**src/rtl/eth_pkg.sv**
```systemverilog
// Shared types and constants for the byte-wide frame transmit path.
package eth_pkg;

  localparam int unsigned DATA_W  = 8;
  localparam int unsigned LEN_W   = 11;
  localparam int unsigned PRE_LEN = 7;
  localparam int unsigned IFG_LEN = 12;

  localparam logic [7:0] PREAMBLE_BYTE = 8'h55;
  localparam logic [7:0] SFD_BYTE      = 8'hD5;

  // One counter serves both the preamble and the inter-frame gap.
  localparam int unsigned GAP_MAX = (PRE_LEN > IFG_LEN) ? PRE_LEN : IFG_LEN;
  localparam int unsigned GAP_W   = $clog2(GAP_MAX + 1);

  typedef enum logic [2:0] {
    IDLE,
    PRE,
    SFD,
    DATA,
    ABORT,
    IFG
  } tx_state_t;

endpackage

```
**src/rtl/frame_tx.sv**
```systemverilog
// Drains a frame from the egress fifo onto a byte-wide transmit interface:
// preamble, SFD, payload, inter-frame gap; aborts with tx_er on fifo underrun.
module frame_tx
  import eth_pkg::*;
(
  input  logic              clk,
  input  logic              rst,
  input  logic              start,
  input  logic [LEN_W-1:0]  len,
  output logic              busy,
  output logic              fifo_rd_en,
  input  logic [DATA_W-1:0] fifo_rd_data,
  input  logic              fifo_empty,
  output logic              tx_en,
  output logic              tx_er,
  output logic [DATA_W-1:0] txd,
  output logic              done,
  output logic              underrun
);

  tx_state_t         state, state_n;
  logic [GAP_W-1:0]  gap_cnt, gap_cnt_n;
  logic [LEN_W-1:0]  byte_cnt, byte_cnt_n;
  logic [LEN_W-1:0]  pop_cnt, pop_cnt_n;
  logic              miss_c, miss_q;
  logic              pop_start_c;
  logic              rd_en_n, busy_n, tx_en_n, tx_er_n, done_n, underrun_n;
  logic [DATA_W-1:0] txd_n;

  // A pop issued while empty is seen on the wire two cycles later.
  assign miss_c = fifo_rd_en && fifo_empty;

  // Next state, counters and the registered output values.
  always_comb begin
    state_n     = state;
    gap_cnt_n   = gap_cnt;
    byte_cnt_n  = byte_cnt;
    pop_cnt_n   = pop_cnt;
    pop_start_c = 1'b0;

    case (state)
      IDLE: begin
        if (start && (len != '0)) begin
          state_n     = PRE;
          gap_cnt_n   = GAP_W'(PRE_LEN - 1);
          byte_cnt_n  = len;
          pop_cnt_n   = len;
          pop_start_c = (PRE_LEN == 1);
        end
      end
      PRE: begin
        pop_start_c = (gap_cnt == GAP_W'(1));
        if (gap_cnt == '0) state_n = SFD;
        else               gap_cnt_n = gap_cnt - GAP_W'(1);
      end
      SFD: begin
        state_n = miss_q ? ABORT : DATA;
        if (miss_q) gap_cnt_n = GAP_W'(IFG_LEN - 1);
      end
      DATA: begin
        if (miss_q) begin
          state_n = ABORT;
        end else if (byte_cnt == LEN_W'(1)) begin
          state_n   = IFG;
          gap_cnt_n = GAP_W'(IFG_LEN - 1);
        end else begin
          byte_cnt_n = byte_cnt - LEN_W'(1);
        end
      end
      ABORT: begin
        state_n   = IFG;
        gap_cnt_n = GAP_W'(IFG_LEN - 1);
      end
      IFG: begin
        if (gap_cnt == '0) state_n = IDLE;
        else               gap_cnt_n = gap_cnt - GAP_W'(1);
      end
      default: state_n = IDLE;
    endcase

    // Pops run ahead of the wire by the fifo latency plus the output register.
    if (fifo_rd_en) pop_cnt_n = pop_cnt - LEN_W'(1);
    rd_en_n = (pop_start_c || fifo_rd_en) && (pop_cnt_n != '0) && !miss_c;

    busy_n     = (state_n != IDLE);
    tx_en_n    = (state_n inside {PRE, SFD, DATA, ABORT});
    tx_er_n    = (state_n == ABORT);
    underrun_n = (state_n == ABORT);
    done_n     = (state == DATA) && (state_n == IFG);

    case (state_n)
      PRE:     txd_n = DATA_W'(PREAMBLE_BYTE);
      SFD:     txd_n = DATA_W'(SFD_BYTE);
      DATA:    txd_n = fifo_rd_data;
      default: txd_n = '0;
    endcase
  end

  // State, counters and all outputs.
  always_ff @(posedge clk or posedge rst) begin
    if (rst) begin
      state      <= IDLE;
      gap_cnt    <= '0;
      byte_cnt   <= '0;
      pop_cnt    <= '0;
      miss_q     <= 1'b0;
      busy       <= 1'b0;
      fifo_rd_en <= 1'b0;
      tx_en      <= 1'b0;
      tx_er      <= 1'b0;
      txd        <= '0;
      done       <= 1'b0;
      underrun   <= 1'b0;
    end else begin
      state      <= state_n;
      gap_cnt    <= gap_cnt_n;
      byte_cnt   <= byte_cnt_n;
      pop_cnt    <= pop_cnt_n;
      miss_q     <= miss_c;
      busy       <= busy_n;
      fifo_rd_en <= rd_en_n;
      tx_en      <= tx_en_n;
      tx_er      <= tx_er_n;
      txd        <= txd_n;
      done       <= done_n;
      underrun   <= underrun_n;
    end
  end

endmodule

```
**config.mk**
```make
export PLATFORM = sky130hd
export DESIGN_NAME = frame_tx
export DESIGN_NICKNAME = d
export VERILOG_FILES = /design/src/rtl/eth_pkg.sv /design/src/rtl/frame_tx.sv
export SDC_FILE = /design/constraint.sdc
export NUM_CORES = 1
export LEC_CHECK = 0
export CAP_MARGIN = 20
export CORE_MARGIN = 2
export CORE_UTILIZATION = 58
export CTS_CLUSTER_DIAMETER = 120
export DETAILED_ROUTE_END_ITERATION = 10
export GPL_ROUTABILITY_DRIVEN = 0
export PLACE_DENSITY = 0.85
export SLEW_MARGIN = 5
export SYNTH_ARGS = -nofsm -noshare
export SYNTH_HDL_FRONTEND = slang
export SYNTH_SLANG_ARGS = --single-unit
```
**constraint.sdc**
```tcl
create_clock -name clk -period 4.4 [get_ports clk]
set_clock_uncertainty 0.1 [all_clocks]
set_input_delay 0.88 -clock clk [delete_from_list [all_inputs] [get_ports clk]]
set_output_delay 0.88 -clock clk [all_outputs]
set_load 0.01 [all_outputs]
```
==> results_dict.tcl, run 1 <==
set metrics [dict create \
    diodes 0 \
    ys.flop_type "dfrtp_1" \
    fin_nets 337 \
    syn-cell-area_um2 2490 \
    mappedNetlistNets 308 \
    holdPathEnd "byte_cnt[9]" \
    synth_edf_count 0 \
    h-tree-depth 2 \
    dp_hpwl_mm 4.12 \
    cp_max_fo 16 \
    cts_tree "done" \
    reg2reg_to "gap_cnt[0]" \
    syn2layout_area_growth_pct 18.6 \
    async_flop_share_pct 100 \
    reg2reg_from "byte_cnt[2]" \
    io_buffers 36 \
    antenna_left 0 \
    post_cts_buffers 0 \
    insertion_delay_ps 310 \
    drv_slew 0 \
    tightestPinTransition_ps 896 \
    internal_power_mw 1.11 \
    drive_gt1_share_pct 5.16 \
    power_mw 1.98 \
    wl_per_cell_um 16.2 \
    p_comb_share_pct 48.3 \
    switching_power_uw 876 \
    drc 0 \
    synth_top_area_share_pct 43.2 \
    fp.dieW_um 69.5 \
    start_kind "input pin" \
    grt_pass1_vias 2162 \
    crit_arrival_ps 3340 \
    cts-resized-gates 0 \
    min_period_ps 3240 \
    layoutNonFillerInstCount 360 \
    vias 2227 \
    yosysTopAreaCell "dfrtp_1" \
    clock_path_buffers 2 \
    status "finished, final reports clean" \
    setup_viol_count_final 0 \
    clockPowerShare_pct 13.5 \
    cts_buffers 5 \
    grt_max_degree 44 \
    ff2ff_setup_slack_ps 1850 \
    routed_via_density 6.19 \
    min_path_type "reg2reg" \
    yosysSeqAreaShare_pct 43.2 \
    place_inst 352 \
    hold_buffers 0 \
    cp-end-kind "flop" \
    dieArea_um2 4830 \
    cts_num_sinks 43 \
    r2r_cells 6 \
    rows 23 \
    p_seq_share_pct 38.3 \
    critPathKind "in2reg" \
    start_util_pct 61.3 \
    core-area_um2 4060 \
    relSlewSlack_pct 40.2 \
    whs_path_depth 1 \
    final_cell_mix "dfrtp_1, nor2_1, clkdlybuf4s50_1" \
    antenna_found_initial 0 \
    ir_drop_uv 359 \
    io_pins 37 \
    min-delay-start "byte_cnt[9]" \
    die_y_um 69.5 \
    cts.clk_slew.worst_paths_ps 90 \
    cp.required_ps 4500 \
    synth_cell_types 51 \
    tns_ps 0 \
    grt_setup_unrepaired "no" \
    firstDrtPassIters 4 \
    routed_wl_mm 5.83 \
    synth-seq-cells 43 \
    hold_viol 0 \
    fmax_mhz 309 \
    switching_share_pct 44.2 \
    fin_crit_sh_pct 73.6 \
    grt_usage_pct 26.0 \
    synthTopCellsByArea "dfrtp_1, nor2_1, a21oi_1, nor3_1, o21ai_0" \
    p_per_area_nw_per_um2 672 \
    power.leakage_nw 1.21 \
    root_buffer "clkbuf_8" \
    grt_overflow 0 \
    grt_pass1_wl_mm 10.1 \
    fillers 317 \
    drtIter0Drc 221 \
    yosys_warnings 0 \
    final_common_cell "dfrtp_1" \
    cap_violations 0 \
    netlist_instances 280 \
    syn_area_per_cell_um2 8.89 \
]
cells by family after synthesis:
logic type               count (synthesis)  synth area share (%)
flip-flops                              43                  43.2
AO/OA/AOI/OAI                           82                  22.3
XOR/XNOR                                10                  3.52
buffers and inverters                   31                  5.03
adder cells (fa/ha/maj)                  5                  2.51
AND/OR/NAND/NOR                        104                  21.4
multiplexers                             5                  2.01
layout make-up:
cell class | instances | area [µm²] | share of cell area, %
clock inverters | 3 | 23.8 | 0.806
inverters | 15 | 56.3 | 1.91
well taps | 50 | 62.6 | 2.12
repair buffers | 38 | 375 | 12.7
flip-flops and latches | 43 | 1080 | 36.5
clock buffers | 5 | 68.8 | 2.33
multi-input cells | 206 | 1290 | 43.6
per-stage QoR:
step | setup slack [ps] | hold slack (ps) | util [%] | instance area [µm²]
2_1_floorplan | 1660 | 357 | - | 2490
3_3_place_gp | 923 | 388 | 70.4 | 2860
3_5_place_dp | 872 | 385 | 70.4 | 2860
4_1_cts | 1190 | 408 | 72.7 | 2950
5_1_grt | 1010 | 432 | 72.7 | 2950
6_report | 1160 | 406 | 72.7 | 2950
power by group through the flow:
stage | registers [mW] | logic [mW] | clock network (mW)
final | 0.758 | 0.957 | 0.267
after global routing | 0.785 | 1.08 | 0.280
after CTS | 0.754 | 0.947 | 0.266
after detailed placement | 0.760 | 0.940 | 0
after global placement | 0.753 | 0.914 | 0
after floorplan | 0.706 | 0.721 | 0
state kept, by name (all words and copies together), names as in the netlist:
name and flops:
txd 8, tx_en 1, miss_q 1, done 1
underrun 1, state 3, byte_cnt 11, busy 1
gap_cnt 4, fifo_rd_en 1, pop_cnt 11
Yosys cell counts, types with 2 or more instances:
library cell and number:
o22ai_1 2, a31oi_1 4, a32oi_1 3, inv_1 14
a221oi_1 3, buf_2 4, o21ai_0 16, mux2i_1 5
a211oi_1 3, or4_1 3, nor3_1 18, ha_1 5
nand2_1 13, o31ai_1 2, and3_1 4, and2_1 3
a22oi_1 4, nand3_1 8, xnor2_1 8, xor2_1 2
a21o_1 5, o21a_1 6, nand2b_1 3, clkbuf_1 10
a311oi_1 3, a21oi_1 20, dfrtp_1 43, nor4_1 5
nor2_1 36, or3_1 4
worst max-delay path: stages:
cell and delay (ps):
clkdlybuf4s50_1 470, or4_1 650, o31a_1 510, a21oi_2 530, a21oi_1 80, o22a_1 220
worst max path at each step:
stage / from / to / slack [ps] / depth (start not counted)
after floorplan: len[3] / busy / 1660 / 6
after CTS: len[0] / byte_cnt[7] / 1190 / 6
after global placement: len[4] / byte_cnt[7] / 920 / 6
after global routing: len[0] / byte_cnt[10] / 1010 / 6
final: len[4] / byte_cnt[7] / 1160 / 6
after detailed placement: len[4] / byte_cnt[7] / 870 / 6
metal layers:
metal	vias up	routed length, µm	global-route usage, %	part of all wire (%)
met1	1049	2570	34.5	44
met3	19	368	5.81	6.3
met5	-	0	0	0
met4	0	146	9.80	2.5
li1	1073	-	-	-
met2	86	2740	41.7	47
No activity file was read; power rests on OpenSTA's default activity.
==> run 2: changes to the inputs <==
- CORE_UTILIZATION: 58 -> 49
- PLACE_DENSITY: 0.85 -> 0.76
- clock period: 4.4 -> 2.7 ns (I/O delays scaled with it)
==> results_dict.tcl, run 2 (synthesis results as in run 1) <==
set metrics [dict create \
    die_y_um 75.3 \
    hold_buffers 0 \
    p_per_area_nw_per_um2 1030 \
    design_area_um2 3200 \
    diodes 0 \
    start_kind "input pin" \
    vias 2303 \
    cpLargestDelayFamily "buffers and inverters" \
    fmax_mhz 393 \
    critPathKind "in2reg" \
    antenna_left 0 \
    min_path_type "reg2reg" \
    firstDrtPassIters 4 \
    cts.clk_slew.worst_paths_ps 80 \
    fin_crit_sh_pct 94.2 \
    critPathMaxStageDelay_ps 500 \
    grt_setup_unrepaired "no" \
    cp-end-kind "flop" \
    grt_pass1_wl_mm 10.6 \
    fin_nets 368 \
    fp.dieW_um 75.3 \
    top_regs "byte_cnt (11), pop_cnt (11), txd (8)" \
    hold_ws_ps 415 \
    cp.required_ps 2750 \
    cap_violations 0 \
    cts_buffers 5 \
    reg2reg_to "fifo_rd_en" \
    insertion_delay_ps 290 \
    drv_slew 0 \
    ff2ff_setup_slack_ps 250 \
    grt_overflow 0 \
    worstPathCellList "clkdlybuf4s50_1, nor4b_4, buf_4, nor2_1, a2111oi_0, a21oi_1, nor3_1, a31oi_1" \
    routed_via_density 5.64 \
    r2r_cells 7 \
    top_layer "met4" \
    rows 25 \
    routed_wl_mm 6.09 \
    grt_pass1_vias 2313 \
    place_ws_ps -139 \
    setup_viol_count_final 0 \
    antenna_found_initial 0 \
    hold_viol 0 \
    core-area_um2 4820 \
    dieArea_um2 5660 \
    ir_drop_uv 518 \
    clock_path_buffers 2 \
    wl_per_cell_um 14.9 \
    final_cell_mix "dfrtp_1, nor2_1, clkdlybuf4s50_1" \
    reg2reg_from "state[1]" \
    status "finished, final reports clean" \
    cp_slowest_cell "clkdlybuf4s50_1" \
    cts_tree "done" \
    dp_hpwl_mm 4.70 \
    place_area_um2 3110 \
    post_cts_buffers 0 \
    layoutNonFillerInstCount 408 \
    min_period_ps 2540 \
    holdPathEnd "byte_cnt[4]" \
    final_common_cell "dfrtp_1" \
    io_buffers 36 \
    power.leakage_nw 1.36 \
    cts-resized-gates 0 \
    whs_path_depth 2 \
    grt_usage_pct 24.5 \
    dr_wl_met2_mm 2.92 \
    crit_arrival_ps 2600 \
    relSlewSlack_pct 45.1 \
    power_mw 3.29 \
    start_util_pct 51.7 \
    io_pins 37 \
    place_inst 400 \
    met1_length_mm 2.69 \
    post-route-util_pct 66.4 \
    tightestPinTransition_ps 820 \
    crit_buf_inv 2 \
    setup_slack_ps 156 \
    root_buffer "clkbuf_8" \
    h-tree-depth 2 \
    wl_met3_um 333 \
    drtIter0Drc 130 \
    syn2layout_area_growth_pct 28.5 \
    cp_max_fo 11 \
    tns_ps 0 \
    min-delay-start "byte_cnt[4]" \
    drive_gt1_share_pct 13.5 \
    cts_num_sinks 43 \
    drc 0 \
    grt_max_degree 21 \
]
==> run 2: cell count changes in the layout (fill, tap and decap cells not counted) <==
cell,previous run,this run
buf_4,2,33
clkbuf_1,0,1
clkinv_2,0,1
clkinvlp_4,2,1
inv_6,1,0
==> run 2: per-layer routing <==
layer  up-vias  global-route usage (%)
met3        16                    5.09
met5         -                       0
met1      1084                    32.9
met2        68                    39.1
li1       1135                       -
met4         0                    9.36
==> run 2: final cells by class <==
class | instances | area [µm²]
fillers | 434 | 1620
multi-input cells | 206 | 1290
flip-flops and latches | 43 | 1080
repair buffers | 69 | 608
well taps | 67 | 83.8
clock buffers | 6 | 72.6
inverters | 15 | 56.3
clock inverters | 2 | 12.5
==> run 2: how the worst max path moves through the flow <==
stage                       from         end  depth (start not counted)
final                      start  fifo_rd_en                          8
after global routing      len[3]  fifo_rd_en                          7
after CTS                 len[3]       tx_en                          7
after detailed placement  len[3]       tx_en                          7
after global placement    len[3]       tx_en                          7
after floorplan           len[3]        busy                          6
==> run 2: report_power, final <==
part / total [mW] / leakage [nW] / internal (mW) / switching, mW
Combinational: 1.68 / 0.798 / 0.800 / 0.878
Sequential: 1.22 / 0.522 / 0.918 / 0.302
Clock: 0.397 / 0.0412 / 0.181 / 0.216
==> run 2: worst reg2reg max path: cells and delay by family, from the launching register on <==
family,cells,cell delay [ps]
compound gates,3,630
buf+inv,1,250
flops,1,540
simple gates,3,790
==> run 3: changes to the inputs <==
- CORE_UTILIZATION: 49 -> 51
- CTS_BUF_LIST: not set -> sky130_fd_sc_hd__clkbuf_8
- PLACE_DENSITY: 0.76 -> 0.79
- SKIP_CTS_REPAIR_TIMING: not set -> 1
==> results_dict.tcl, run 3 (synthesis results as in run 1) <==
set metrics [dict create \
    status "finished, final reports clean" \
    min-delay-start "byte_cnt[9]" \
    final_cell_mix "dfrtp_1, nor2_1, clkdlybuf4s50_1" \
    min_period_ps 2530 \
    diodes 0 \
    whs_path_depth 1 \
    io_buffers 36 \
    setup_viol_count_final 0 \
    holdPathEnd "byte_cnt[9]" \
    drive_gt1_share_pct 13.5 \
    p_per_area_nw_per_um2 1040 \
    rows 25 \
    cts.clk_slew.worst_paths_ps 90 \
    antenna_left 0 \
    fmax_mhz 395 \
    antenna_found_initial 0 \
    reg2reg_to "txd[0]" \
    tightestPinTransition_ps 902 \
    cpLargestDelayFamily "compound AO/OA/AOI/OAI gates" \
    dp_hpwl_mm 4.54 \
    cp_max_fo 7 \
    insertion_delay_ps 300 \
    root_buffer "clkbuf_8" \
    start_kind "input pin" \
    dieArea_um2 5450 \
    io_pins 37 \
    grt_setup_unrepaired "no" \
    power.leakage_nw 1.37 \
    routed_wl_mm 6.00 \
    die_y_um 73.9 \
    post-route-util_pct 67.7 \
    grt_usage_pct 24.7 \
    cp.required_ps 2810 \
    relSlewSlack_pct 39.6 \
    crit_arrival_ps 2650 \
    fin_nets 368 \
    grt_max_degree 44 \
    cp_slowest_cell "or4_1" \
    reg2reg_from "byte_cnt[0]" \
    h-tree-depth 2 \
    drv_slew 0 \
    grt_pass1_wl_mm 10.3 \
    routed_via_density 5.73 \
    r2r_cells 7 \
    fillers 378 \
    firstDrtPassIters 5 \
    syn2layout_area_growth_pct 28.5 \
    fin_crit_sh_pct 93.9 \
    clock_path_buffers 2 \
    hold_viol 0 \
    top_regs "byte_cnt (11), pop_cnt (11), txd (8)" \
    ff2ff_setup_slack_ps 200 \
    cts_tree "done" \
    tns_ps 0 \
    fp.dieW_um 73.9 \
    vias 2336 \
    ir_drop_uv 673 \
    cts_buffers 5 \
    min_path_type "reg2reg" \
    crit_buf_inv 2 \
    wl_per_cell_um 14.7 \
    worstPathCellList "clkdlybuf4s50_1, or4_1, buf_4, o31ai_4, a221oi_1, a21oi_1, a311oi_1, a31oi_1" \
    critPathMaxStageDelay_ps 540 \
    start_util_pct 52.7 \
    core-area_um2 4720 \
    grt_overflow 0 \
    final_common_cell "dfrtp_1" \
    cap_violations 0 \
    critPathKind "in2reg" \
    cp-end-kind "flop" \
    grt_pass1_vias 2229 \
    drc 0 \
    drtIter0Drc 276 \
    cts_num_sinks 43 \
]
[run 3: cell count changes in the layout (fill, tap and decap cells not counted)]
cell      before  now
clkbuf_1       1    0
inv_1         14   15
[run 3: metrics by stage]
step | total power, mW | instances | hold WS (ps) | cell area [µm²] | setup slack (ps)
global placement | 2.87 | 400 | 388 | 3110 | -66.2
detailed placement | 2.93 | 400 | 387 | 3110 | -123
global route | 3.62 | 408 | 416 | 3200 | 4.01
finish | 3.33 | 408 | 410 | 3200 | 166
CTS | 3.33 | 408 | 406 | 3200 | 195
floorplan | 2.33 | 280 | 357 | 2490 | 298
[run 3: final cells by class]
cell class                      count  area (µm²)  share of cell area (%)
Inverter                           15        56.3                    1.76
Multi-Input combinational cell    206        1290                    40.3
Clock inverter                      3        16.3                   0.509
Timing Repair Buffer               69         608                    19.0
Sequential cell                    43        1080                    33.7
Tap cell                           67        83.8                    2.62
Clock buffer                        5        68.8                    2.15
[run 3: worst max-delay path by stage]
stage                            from          to  slack [ps]  depth (start not counted)
after detailed placement       len[4]  fifo_rd_en        -120                          8
after global routing      byte_cnt[1]      txd[4]           4                          8
after CTS                      len[4]  fifo_rd_en         190                          8
final                          len[4]  fifo_rd_en         170                          8
after global placement         len[4]        busy         -70                          6
after floorplan                len[3]        busy         300                          6
[run 3: power by group]
| part | switching (mW) | total, mW | internal, mW |
|---|---|---|---|
| sequential | 0.307 | 1.23 | 0.918 |
| clock | 0.221 | 0.398 | 0.177 |
| combinational | 0.886 | 1.71 | 0.822 |
[run 3: per-layer routing]
metal  routed length (µm)  share of wire (%)  GRT usage [%]
met1                 2600                 43           33.3
met2                 2790                 47           38.9
met3                  467                7.8           4.25
met4                  143                2.4           11.1
met5                    0                  0              0
